[src/rtl/fetch_unit.sv]
// Instruction fetch unit: issues word-aligned fetch requests into a circular buffer
// and presents the oldest returned instruction to the IF/ID register.
module fetch_unit #(
    parameter logic [31:0] RESET_PC = 32'h0000_0000,
    parameter int unsigned DEPTH    = 4
) (
    input  logic        clk,
    input  logic        reset,
    output logic        imem_req_valid,
    output logic [31:0] imem_req_addr,
    input  logic        imem_req_ready,
    input  logic        imem_resp_valid,
    input  logic [31:0] imem_resp_data,
    input  logic        stall,
    input  logic        redirect,
    input  logic [31:0] redirect_pc,
    output logic        if_valid,
    output logic [31:0] if_instruction,
    output logic [31:0] if_pc_plus4
);
    localparam int unsigned PW = $clog2(DEPTH);
    localparam int unsigned CW = PW + 1;

    logic [31:0]      fetch_pc_q, fetch_pc_d;
    logic [PW-1:0]    alloc_ptr_q, alloc_ptr_d;
    logic [PW-1:0]    fill_ptr_q, fill_ptr_d;
    logic [PW-1:0]    read_ptr_q, read_ptr_d;
    logic [CW-1:0]    count_q, count_d;
    logic [CW-1:0]    pend_q, pend_d;
    logic [CW-1:0]    drop_q, drop_d;
    logic [DEPTH-1:0] full_q, full_d;
    logic [31:0]      pc_mem    [DEPTH];
    logic [31:0]      instr_mem [DEPTH];

    logic             req_acc;
    logic             resp_fill;
    logic             resp_drop;
    logic             deq;
    logic [CW:0]      inflight;

    // Slots still owed to the memory include late responses that will be dropped.
    always_comb begin
        inflight       = {1'b0, count_q} + {1'b0, drop_q};
        imem_req_valid = reset && !redirect && (inflight < (CW+1)'(DEPTH));
        imem_req_addr  = fetch_pc_q;
        req_acc        = imem_req_valid && imem_req_ready;
        if_valid       = reset && full_q[read_ptr_q];
        if_instruction = instr_mem[read_ptr_q];
        if_pc_plus4    = pc_mem[read_ptr_q] + 32'd4;
        deq            = if_valid && !stall && !redirect;
        resp_fill      = reset && imem_resp_valid && !redirect && (drop_q == '0);
        resp_drop      = reset && imem_resp_valid && !redirect && (drop_q != '0);
    end

    always_comb begin
        fetch_pc_d  = fetch_pc_q;
        alloc_ptr_d = alloc_ptr_q;
        fill_ptr_d  = fill_ptr_q;
        read_ptr_d  = read_ptr_q;
        count_d     = count_q;
        pend_d      = pend_q;
        drop_d      = drop_q;
        full_d      = full_q;
        if (redirect) begin
            fetch_pc_d  = {redirect_pc[31:2], 2'b00};
            alloc_ptr_d = '0;
            fill_ptr_d  = '0;
            read_ptr_d  = '0;
            count_d     = '0;
            pend_d      = '0;
            full_d      = '0;
            // A response landing this cycle is discarded and no longer owed.
            drop_d      = drop_q + pend_q - CW'(imem_resp_valid);
        end else begin
            if (req_acc) begin
                fetch_pc_d           = fetch_pc_q + 32'd4;
                alloc_ptr_d          = alloc_ptr_q + PW'(1);
                full_d[alloc_ptr_q]  = 1'b0;
            end
            if (resp_drop) begin
                drop_d = drop_q - CW'(1);
            end
            if (resp_fill) begin
                full_d[fill_ptr_q] = 1'b1;
                fill_ptr_d         = fill_ptr_q + PW'(1);
            end
            if (deq) begin
                full_d[read_ptr_q] = 1'b0;
                read_ptr_d         = read_ptr_q + PW'(1);
            end
            count_d = count_q + CW'(req_acc) - CW'(deq);
            pend_d  = pend_q + CW'(req_acc) - CW'(resp_fill);
        end
    end

    always_ff @(posedge clk) begin
        if (!reset) begin
            fetch_pc_q  <= RESET_PC;
            alloc_ptr_q <= '0;
            fill_ptr_q  <= '0;
            read_ptr_q  <= '0;
            count_q     <= '0;
            pend_q      <= '0;
            drop_q      <= '0;
            full_q      <= '0;
        end else begin
            fetch_pc_q  <= fetch_pc_d;
            alloc_ptr_q <= alloc_ptr_d;
            fill_ptr_q  <= fill_ptr_d;
            read_ptr_q  <= read_ptr_d;
            count_q     <= count_d;
            pend_q      <= pend_d;
            drop_q      <= drop_d;
            full_q      <= full_d;
        end
    end

    // Payload storage needs no reset; validity lives in full_q.
    always_ff @(posedge clk) begin
        if (req_acc) begin
            pc_mem[alloc_ptr_q] <= fetch_pc_q;
        end
        if (resp_fill) begin
            instr_mem[fill_ptr_q] <= imem_resp_data;
        end
    end

endmodule

[config.mk]
export PLATFORM = sky130hd
export DESIGN_NAME = fetch_unit
export DESIGN_NICKNAME = d
export VERILOG_FILES = /design/src/rtl/fetch_unit.sv
export SDC_FILE = /design/constraint.sdc
export NUM_CORES = 1
export LEC_CHECK = 0
export ABC_AREA = 1
export CORE_MARGIN = 2
export CORE_UTILIZATION = 61
export CTS_CLUSTER_SIZE = 14
export DETAILED_ROUTE_END_ITERATION = 8
export PLACE_DENSITY = 0.89
export SYNTH_ARGS = -nofsm -noshare
export SYNTH_HDL_FRONTEND = slang
export SYNTH_SLANG_ARGS = --single-unit
[constraint.sdc]
create_clock -name clk -period 7.1 [get_ports clk]
set_clock_uncertainty 0.15 [all_clocks]
set_input_delay 0.71 -clock clk [delete_from_list [all_inputs] [get_ports clk]]
set_output_delay 0.71 -clock clk [all_outputs]
set_load 0.05 [all_outputs]
After elaboration in Yosys (flattened, before gate mapping):

Memory sizes are Yosys's and may differ from the RTL's. A register that Yosys moved wholly into a read port is not among the register bits.
Index checks and enable logic that the tools add are counted.

* bits in writable memories: 256
* logic and storage cells: 82
* flip-flop bits (word level): 51
* output and inout port bits: 98
* input port bits: 70
* memories: 2

Memories
* instr_mem: depth 4, bits a word 32, read ports 1, clocked after Yosys merged registers in 1, wr ports 1, line 33 `logic [31:0] instr_mem [DEPTH];`
* pc_mem: depth 4, bits a word 32, read ports 1, clocked after Yosys merged registers in 1, wr ports 1, line 32 `logic [31:0] pc_mem [DEPTH];`

* reduce and logical (&&, ||, !) cells: 20
* order comparisons: 7
* add/sub/neg operators: 13
* mux-type cells: 25
* bitwise operators: 6

Operators with widths (number)
* adder 32 x 3 -> 32 bit (second input constant): 2
* two-way mux 32 bit: 2
* two-way mux 4 bit: 5
* logical AND 1 bit: 13
* < comparator 2 x 3 -> 1 bit (second input constant): 3
* subtractor 3 x 1 -> 3 bit: 3
* AND 4 bit: 2
* two-way mux 1 bit: 8
* two-way mux 2 bit: 4
* NOT 4 bit: 2
* adder 2 x 1 -> 2 bit (second input constant): 3
* adder 3 x 1 -> 3 bit: 2
* demux 1 bit (select 2 bit): 3
* greater-or-equal comparator 2 x 1 -> 1 bit (second input constant): 3
* two-way mux 3 bit: 2
* adder 3 x 3 -> 4 bit: 1
* < comparator 4 x 3 -> 1 bit (second input constant): 1
* bitwise OR 4 bit: 1
* nonzero test 2 bit: 2
* adder 3 bit: 1
* logical NOT 3 bit: 1
* nonzero test 3 bit: 1
* subtractor 3 x 1 -> 3 bit (second input constant): 1
* binary-select mux 1 bit (select 2 bit): 1
* 3 further kinds: 4

Depth between registers and ports, before layout:

* word-level depth: 13
* depth in mapped cells: 17
* depth with buffers taken out: 15

Worst setup path after synthesis:

No wires, ideal clock.

* kind: input port to flip-flop
* from: input reset
* to: memory pc_mem[0][10] (enable)
* buffers on the path: 0
* stages on the path: 6
* required time: 6.531 ns
* slack: 3.257 ns
* setup time: 0.419 ns
* data arrival time: 3.274 ns
* cell sequence: inv_2 -> nor2_4 -> nand2_1 -> nor2_1 -> nand2_2 -> nor2_1

* longest elaborated chain between the ends: 5

RTL lines
* start: declaration: line 8 `input logic reset,`
* logical AND 1 bit (2 in a row): line 44 `imem_req_valid = reset && !redirect && (inflight < (CW+1)'(DEPTH));`
* net imem_req_valid: line 9 `output logic imem_req_valid,`
* logical AND 1 bit: line 46 `req_acc = imem_req_valid && imem_req_ready;`
* two-way mux 1 bit: line 120 `if (req_acc) begin`
* two-way mux 1 bit (implied by the code): line 121 `pc_mem[alloc_ptr_q] <= fetch_pc_q;`
* end: declaration: line 32

The timed path passes the listed nets, and every way through them passes these cells.

==> impl_metrics.toml <==
[floorplanning]
die_width_um = 156.2
die_h_um = 156.2
dieArea_um2 = 24410
io_pins = 168
start_util_pct = 62.25
core_area_um2 = 22710
rows = 55

[worst_setup_path]
crit_path_max_fanout = 64
crit_required_ns = 6.24
crit_path_top_delay_cell = "inv_2"
rr_worst_depth = 13
worstSetupPathDepth = 12
worst_ep_arrival_time_ns = 4.82
cpLargestDelayFamily = "buffers and inverters"
cp_cell_sequence = "inv_2 > buf_4 > nand2_1 > nand2_1 > nand2_1 > nand2_1 > nand2_1 > nor2_1 > nand2_1 > nor2_4 > xor2_1 > clkdlybuf4s50_1"
start_kind = "flip-flop"
cpMostUsedCell = "nand2_1"
critPathKind = "reg -> out"
path_buf_inv = 3
slowest_delay_ns = 0.84
cp-end-kind = "output pin"

[sta]
tightest_slew_ns = 1.020
setup_viol = 0
max_freq_mhz = 176.1
rsz0062_at_grt = "false"
period_minus_slack_ns = 5.680
slew_headroom_pct = 31.93
tns_ns = 0
hold_viol = 0
fin_crit_sh_pct = 80.00
slew_violations = 0

[power]
clockPowerShare_pct = 40.8
internal-power_mw = 2.994
power_mw = 3.874
vdd_drop_max_mv = 0.1794
p_comb_share_pct = 8.4
power_density_nw_per_um2 = 229.3
p_leak_nw = 6.521
p_sw_mw = 0.8793
swShare_pct = 22.70
seqPwrFrac_pct = 50.8

[run]
drv_cap = 0

[synthesis]
syn_area_per_cell_um2 = 9.209
synth.most_common_cell = "nand2_1"
synth_flop_cell = "edfxtp_1"
synth_seq_cells = 299
yosysUniqueCellTypes = 33
ys_async_sr_fraction_pct = 0
yosys.area.top_type = "edfxtp_1"
post-synth-top-area-fraction_pct = 52.68
synth_common_cells = "478 x nand2_1, 248 x edfxtp_1, 181 x nor2_1"
syn_area_um2 = 14140
synthCells = 1535
synth-edff-count = 248
seq_area_frac_synth_pct = 59.90
yosys_warnings = 0
synthTopCellsByArea = "edfxtp_1 53%, nand2_1 13%, dfxtp_1 7.2%"

[clocking]
root_buffer = "clkbuf_16"
cts.path.max_buffers = 3
cts_buffers = 29
cts_resized = 0
cts.clk_slew.worst_paths_ns = 0.07
post_cts_buffers = 0
cts_hold_buf = 0
cts_sinks = 299
htreeDepth = 1
cts_tree = "done"
insertion_delay_ns = 0.53

[global_route]
grt_pass1_wl_um = 54230
track_usage_pct = 28.40
antenna_found_initial = 0
first_global_vias = 10970
grt_overflow = 0
grt_max_degree = 80

[finish]
drive_gt1_share_pct = 5.226
area_growth_pct = 19.50
multi_input_area_um2 = 4867
nNetsFinal = 1776
final_util_pct = 74.39
fillCellCount = 1479
n_antenna_cell = 0
seqCellArea_um2 = 8473

[placement]
routabilityCongestion = 0.9064
post-dp-hpwl_um = 22110
portBuffers = 161

[detailed_routing]
drtPass1Iterations = 5
drt-wirelength-per-cell_um = 17.44
met3WireLength_um = 3221
drc = 0
drtAntennaViolNets = 0
top_layer = "met4"
via_count = 11340
viasPerCell = 5.706
wl_met1_um = 13720
routed_wl_um = 34680
wl_met2_um = 16860
detail_route.iter0.violations = 1044

[run_status]
status = "complete, no violations"

[min_path]
hp-class = "reg -> reg"
min_path_cells = 2
## cells in the final DEF, fill, tap and decap left out, types with 4 or more instances in the layout
| master | count |
|---|---|
| clkbuf_1 | 6 |
| buf_4 | 13 |
| xor2_1 | 22 |
| o21ai_0 | 105 |
| clkbuf_8 | 5 |
| conb_1 | 4 |
| nand2_1 | 478 |
| nand4_1 | 7 |
| bufinv_16 | 4 |
| inv_1 | 126 |
| clkinv_1 | 4 |
| clkbuf_16 | 29 |
| nor2_4 | 4 |
| ha_1 | 23 |
| a21oi_1 | 43 |
| nor3_1 | 14 |
| o22ai_1 | 34 |
| dfxtp_1 | 49 |
| nand3_1 | 93 |
| clkdlybuf4s50_1 | 161 |
| xnor2_1 | 8 |
| edfxtp_1 | 248 |
| nor2_1 | 175 |
| nor2_2 | 19 |
## metrics by stage
stage	instances	cell area (µm²)	worst slack, ns	hold WS [ns]
after detailed placement	1934	15890	2.101	0.3411
after CTS	1988	16890	1.491	0.3559
after global placement	1934	15890	2.198	0.3179
after global routing	1988	16890	1.138	0.3713
after floorplan	1538	14150	3.257	0.3061
final	1988	16890	1.420	0.3603
## flip-flops by register name, indices dropped and copies added (netlist names), named ones only
signal         flops
full_q             4
read_ptr_q         2
drop_q             3
pend_q             3
count_q            3
imem_req_addr     30
fill_ptr_q         2
alloc_ptr_q        2
instr_mem        128
pc_mem           120
## final timing paths
| kind | start | slack [ns] | to |
|---|---|---|---|
| setup / recovery | flip-flop | 1.42 | if_pc_plus4[15] |
| hold / removal | full_q[3]$_SDFF_PP0_ | 0.36 | full_q[3]$_SDFF_PP0_ |
| setup reg to reg | count_q[1]$_SDFF_PP0_ | 3.59 | pend_q[2]$_SDFF_PP0_ |
| hold reg to reg | full_q[3]$_SDFF_PP0_ | 0.36 | full_q[3]$_SDFF_PP0_ |
## logic make-up (layout without fill, tap and decap cells)
logic type / after synthesis / in the layout / share of synthesized area [%]
fa+ha+maj: 26 / 26 / 2.461
buf+inv: 193 / 358 / 5.850
xor+xnor: 30 / 30 / 1.859
compound gates: 193 / 193 / 7.276
other cells: 1 / 4 / 0.02653
flops: 299 / 299 / 59.90
simple gates: 793 / 793 / 22.62
## power groups by stage
stage | sequential [mW] | combinational (mW) | clock [mW]
2_1_floorplan | 2.03 | 0.164 | 0
3_3_place_gp | 2.00 | 0.312 | 0
3_5_place_dp | 2.00 | 0.320 | 0
4_1_cts | 1.96 | 0.322 | 1.59
5_1_grt | 1.97 | 0.349 | 1.65
6_report | 1.97 | 0.324 | 1.58
## routing by layer
metal / vias up / GRT usage (%)
li1: 5389 / -
met1: 5277 / 38.21
met2: 596 / 48.00
met3: 82 / 4.237
met4: 0 / 9.305
met5: - / 0
## worst reg2reg max path, stage by stage, from the launching register on
cell      delay, ns
dfxtp_1        0.36
ha_1           0.29
nand3_1        0.07
nand2_1        0.06
nor2_1         0.06
nand2_2        0.32
clkinv_1       0.83
nand2_1        0.25
nand2_1        0.08
ha_1           0.19
fa_1           0.38
xor2_1         0.16
o21ai_0        0.15
a21oi_1        0.05
## area by class of cell
cell class / count / area share [%]
clock inverters: 14 / 1.074
flip-flops and latches: 299 / 50.16
inverters: 130 / 2.889
repair buffers: 174 / 10.12
multi-input cells: 1046 / 28.81
clock buffers: 40 / 4.837
well taps: 285 / 2.111
Power figures use the tool's default switching activity.
